$ cat src/rtl/bht_counter_writer_pkg.sv
// Shared definitions for the branch-history counter table write side:
// FSM encodings, counter limits and the update pipeline register layout.
package bht_counter_writer_pkg;

    localparam int ENTRIES = 32;
    localparam int INDEX_W = 5;

    localparam logic [1:0] SAT_MAX = 2'b11;
    localparam logic [1:0] SAT_MIN = 2'b00;

    typedef enum logic [1:0] {
        IDLE   = 2'd0,
        UPDATE = 2'd1,
        CLEAR  = 2'd2
    } state_t;

    // Update held between the accept edge and the write edge.
    typedef struct packed {
        logic [INDEX_W-1:0] index;
        logic               taken;
        logic [1:0]         cur;
    } s1_t;

endpackage

$ cat src/rtl/sat_counter_2bit_next.sv
// Next value of a 2-bit saturating counter: step toward 2'b11 when taken,
// toward 2'b00 when not taken, holding at either end.
module sat_counter_2bit_next
    import bht_counter_writer_pkg::*;
(
    input  logic [1:0] cur,
    input  logic       taken,
    output logic [1:0] nxt
);

    always_comb begin
        // NOTE: default assigned first so every path drives nxt and no latch is inferred.
        nxt = cur;
        if (taken) begin
            if (cur != SAT_MAX) nxt = cur + 2'd1;
        end else begin
            if (cur != SAT_MIN) nxt = cur - 2'd1;
        end
    end

endmodule

$ cat src/rtl/bht_counter_writer.sv
// Write side of the 32-entry 2-bit branch-history table: pipelined saturating
// updates with same-index forwarding, plus a one-entry-per-cycle clear walk.
module bht_counter_writer
    import bht_counter_writer_pkg::*;
#(
    parameter logic [1:0] INIT_STATE = 2'b01,
    parameter int          ENTRIES    = bht_counter_writer_pkg::ENTRIES
) (
    input  logic                   clock,
    input  logic                   reset,
    input  logic                   upd_valid,
    output logic                   upd_ready,
    input  logic [INDEX_W-1:0]     upd_index,
    input  logic                   upd_taken,
    input  logic                   clr_req,
    output logic                   clr_busy,
    output logic [2*ENTRIES-1:0]   table_out,
    output logic                   wr_done
);

    state_t             state, state_nxt;
    s1_t                s1_q;
    logic [1:0]         cnt [ENTRIES];
    logic [INDEX_W-1:0] clr_ptr;
    logic               out_of_reset;

    logic               accept;
    logic               s2_valid;
    logic [1:0]         s2_next;
    logic [1:0]         rd_val;
    logic [1:0]         fwd_val;

    logic               wr_en;
    logic [INDEX_W-1:0] wr_index;
    logic [1:0]         wr_value;
    logic [ENTRIES-1:0] wr_sel;

    // The pipeline register holds a pending write exactly when the FSM is in UPDATE.
    assign s2_valid = (state == UPDATE);

    sat_counter_2bit_next u_sat (
        .cur   (s1_q.cur),
        .taken (s1_q.taken),
        .nxt   (s2_next)
    );

    // Forward the in-flight result so back-to-back updates to one entry chain correctly.
    assign rd_val  = cnt[upd_index];
    assign fwd_val = (s2_valid && (s1_q.index == upd_index)) ? s2_next : rd_val;

    always_comb begin
        state_nxt = state;
        upd_ready = 1'b0;
        clr_busy  = 1'b0;
        accept    = 1'b0;
        case (state)
            IDLE, UPDATE: begin
                upd_ready = out_of_reset && !clr_req;
                accept    = upd_valid && upd_ready;
                if (clr_req)     state_nxt = CLEAR;
                else if (accept) state_nxt = UPDATE;
                else             state_nxt = IDLE;
            end
            CLEAR: begin
                clr_busy = 1'b1;
                if (clr_ptr == INDEX_W'(ENTRIES - 1)) state_nxt = IDLE;
            end
            default: state_nxt = IDLE;
        endcase
    end

    // A pending S2 write retires on the edge that enters CLEAR; clear writes follow.
    always_comb begin
        wr_en    = 1'b0;
        wr_index = s1_q.index;
        wr_value = s2_next;
        if (state == CLEAR) begin
            wr_en    = 1'b1;
            wr_index = clr_ptr;
            wr_value = INIT_STATE;
        end else if (s2_valid) begin
            wr_en = 1'b1;
        end
    end

    always_comb begin
        wr_sel = '0;
        for (int k = 0; k < ENTRIES; k++) begin
            wr_sel[k] = wr_en && (wr_index == INDEX_W'(k));
        end
    end

    // NOTE: non-blocking assignments for all sequential state so every flop samples pre-edge values.
    always_ff @(posedge clock or negedge reset) begin
        if (!reset) begin
            state        <= IDLE;
            s1_q         <= '0;
            clr_ptr      <= '0;
            wr_done      <= 1'b0;
            out_of_reset <= 1'b0;
        end else begin
            state        <= state_nxt;
            wr_done      <= s2_valid;
            out_of_reset <= 1'b1;
            if (accept) begin
                s1_q.index <= upd_index;
                s1_q.taken <= upd_taken;
                s1_q.cur   <= fwd_val;
            end
            if (state == CLEAR) clr_ptr <= clr_ptr + INDEX_W'(1);
        end
    end

    // NOTE: the table is reset like any other state since reset must leave every entry at INIT_STATE.
    always_ff @(posedge clock or negedge reset) begin
        if (!reset) begin
            for (int k = 0; k < ENTRIES; k++) cnt[k] <= INIT_STATE;
        end else begin
            for (int k = 0; k < ENTRIES; k++) begin
                if (wr_sel[k]) cnt[k] <= wr_value;
            end
        end
    end

    for (genvar g = 0; g < ENTRIES; g++) begin : g_flat
        assign table_out[2*g +: 2] = cnt[g];
    end

endmodule

$ cat config.mk
export PLATFORM = sky130hd
export DESIGN_NAME = bht_counter_writer
export DESIGN_NICKNAME = d
export VERILOG_FILES = /design/src/rtl/bht_counter_writer_pkg.sv /design/src/rtl/sat_counter_2bit_next.sv /design/src/rtl/bht_counter_writer.sv
export SDC_FILE = /design/constraint.sdc
export NUM_CORES = 1
export LEC_CHECK = 0
export ABC_AREA = 1
export BUFFER_PORTS_ARGS = -buffer_cell sky130_fd_sc_hd__buf_2
export CORE_ASPECT_RATIO = 0.5
export CORE_MARGIN = 2
export CORE_UTILIZATION = 50
export DETAILED_ROUTE_END_ITERATION = 12
export PLACE_DENSITY_LB_ADDON = 0.08
export REMOVE_ABC_BUFFERS = 1
export SYNTH_ARGS = -nofsm -noshare
export SYNTH_HDL_FRONTEND = slang
export SYNTH_SLANG_ARGS = --single-unit
$ cat constraint.sdc
create_clock -name clock -period 1.5 [get_ports clock]
set_input_delay 0.3 -clock clock [delete_from_list [all_inputs] [get_ports clock]]
set_output_delay 0.3 -clock clock [all_outputs]
set_load 0.1 [all_outputs]
==> impl_metrics.ini <==
[critical_path]
start_kind = flop
r2r_setup_slack_ns = -0.31
critical_path_class = reg -> reg
cp.arrival_ns = 2.02
cp_max_fo = 6
crit_path_max_incr_delay_ns = 0.42
crit_chain = ha_4 > buf_12 > nand2_2 > o21ai_4 > inv_2 > nand2_4 > buf_6 > nor2_4 > nand2_2 > nand2_1 > o21ai_1
critical_path_required_ns = 1.72
crit_slowest_cell = dfrtp_1
critical_path_buf_inv_count = 3
crit_family = simple AND/OR/NAND/NOR gates
cpMostUsedCell = nand2_2
critPathCaptureType = flop

[synth]
ys_ff_latch = 81
syn_area_um2 = 4090
synth_most_common_cell = nand2_1
synth_edf_count = 0
ys_types = 25
ys.flop_type = dfrtp_1
yosysTopAreaCell = dfrtp_1
yosys.area.top_type_share_pct = 30.0
avgSynthCellArea_um2 = 7.57
ys_warn_count = 0
synthTopCellsByCount = nand2_1, nand3_1, dfrtp_1
synth.top_cells.by_area = dfrtp_1, dfstp_2, nand2_1, nand3_1, o21ai_1
synthCells = 541
ys_seq_area_share_pct = 50.5
async_flop_share_pct = 100

[sta]
skew_ns = 0.00651
setup_viol = 66
finalHoldViolations = 0
fin_ws_ns = -0.305
layout_min_cycle_time_ns = 1.81
max_freq_mhz = 554
holdWs_ns = 0.160
drv_slew = 0
rsz0062_at_grt = true
fin_crit_sh_pct = 120

[global_route]
grt_max_degree = 33
grt_overflow = 0
use_met1_pct = 38.9
grtUsageMet2_pct = 45.6
grt_first_pass_wirelength_um = 19500
antenna_found_initial = 0
track_usage_pct = 29.0
grt_util_met3_pct = 8.81
grt_pass1_vias = 3814
grt_busiest_layer = met2

[layout]
syn2layout_area_growth_pct = 54.5
fin_nets = 665
fillers = 531
regArea_um2 = 2070
diodes = 0
drive_gt1_share_pct = 41.8
multiInputGateArea_um2 = 2260

[die]
start_util_pct = 51.4
die_y_um = 68.0
core_um2 = 7970
rows = 23
die_w_um = 132
dieArea_um2 = 8970
io-pin-count = 77

[placement]
gp_congestion = 0.919
portBuffers = 76
dp_hpwl_um = 8490

[status]
status = complete, but fails checks
violations = setup timing

[route]
via_per_inst = 5.41
dr_total_vias = 4152
drtIter0Drc = 382
drt_first_pass_iters = 6
drc_errors = 0
wl_per_cell_um = 17.4
ant_nets = 0
routed_wl_um = 13300

[clock_tree]
tritoncts = yes
root_buffer = clkbuf_16
clock_latency_ns = 0.34
cts_sinks = 81
cts_buffer_depth = 2
numCtsBuffers = 9
htree_levels = 3
clk_pin_slew_ns = 0.06

[job]
cap_violations = 0

[min_path]
hold_path_class = in -> reg
-- kinds of logic after synthesis --
logic type | share of synthesized area [%]
other cells | 0.0916
compound gates | 11.2
buf+inv | 6.20
simple gates | 29.9
xor+xnor | 0.642
fa+ha+maj | 1.53
flops | 50.5
-- cells in the final DEF (no fill, tap or decap), types with 2 or more instances in the layout --
cell	n
nand3_2	2
buf_12	42
nand2_2	39
nor2_4	19
o21ai_4	4
bufinv_16	2
clkbuf_16	10
o21ai_1	52
dfrtp_1	49
clkbuf_4	5
xor2_1	3
buf_2	36
nor2_1	12
inv_4	2
dfstp_2	32
ha_4	3
buf_4	28
o21ai_0	13
clkbuf_1	3
nor2_2	4
o21ai_2	9
o22ai_1	2
inv_1	30
nand2_4	13
nand2_1	158
inv_2	7
buf_6	5
nand3_1	50
a21oi_1	4
a21oi_2	3
-- registers in the layout, summed over array words and instances (netlist names) --
| name | cells |
|---|---|
| clr_ptr | 5 |
| out_of_reset | 1 |
| s1_q | 8 |
| state | 2 |
| table_out | 64 |
| wr_done | 1 |
-- layer usage --
metal  share of wire [%]  vias up
li1                    -     1950
met1                  42     1976
met2                  46      198
met3                 9.8       28
met4                 2.2        0
met5                   0        -
-- worst paths after layout --
check / from / end / cells after the start
setup / recovery: state[1]$_DFFE_PN0P_ / table_out[19]$_DFFE_PN0P_ / 11
min in group asynchronous: reset / table_out[1]$_DFFE_PN0P_ / 2
hold / removal: upd_taken / s1_q[2]$_DFFE_PN0P_ / 3
setup reg to reg: state[1]$_DFFE_PN0P_ / table_out[19]$_DFFE_PN0P_ / 11
max in group asynchronous: reset / table_out[28]$_DFFE_PN1P_ / 3
hold reg to reg: table_out[8]$_DFFE_PN1P_ / table_out[8]$_DFFE_PN1P_ / 2
-- cell type report --
| cell class | instances | share of cell area (%) |
|---|---|---|
| multi-input combinational | 398 | 35.7 |
| clock buffer | 13 | 3.96 |
| sequential | 81 | 32.7 |
| clock inverter | 3 | 1.03 |
| tap | 112 | 2.22 |
| timing repair buffer | 119 | 21.7 |
| inverter | 41 | 2.71 |
-- worst reg2reg max path, cell delays in order (launching register included) --
cell and delay, ns:
dfrtp_1 0.42, ha_4 0.20, buf_12 0.14, nand2_2 0.09, o21ai_4 0.09, inv_2 0.11
nand2_4 0.10, buf_6 0.15, nor2_4 0.11, nand2_2 0.10, nand2_1 0.09, o21ai_1 0.07
-- what timing repair did --
| item | CTS | global route |
|---|---|---|
| endpoints found under the hold margin | 13 | 0 |
| pin swaps | 7 | 24 |
| setup endpoints to repair | 76 | 80 |
| cloned | 0 | 1 |
| buffers inserted | 1 | 6 |
| resized for setup | 86 | 91 |
| hold buffers | 1 | 0 |
-- through the flow --
step                      setup WS (ns)  utilization (%)  area, um^2  instances  setup TNS (ns)
after global placement           -0.328             67.7        5400        744          -14.11
after CTS                        -0.239             75.2        5990        762          -11.98
after global routing             -0.366             79.3        6320        767          -19.48
after floorplan                   -1.48                -        3990        520          -85.05
after detailed placement         -0.373             67.7        5400        744          -17.68
final                            -0.305             79.3        6320        767          -14.28
Power is not shown: default switching activity piles up to over one toggle a cycle in this logic, so the estimate is an artifact.
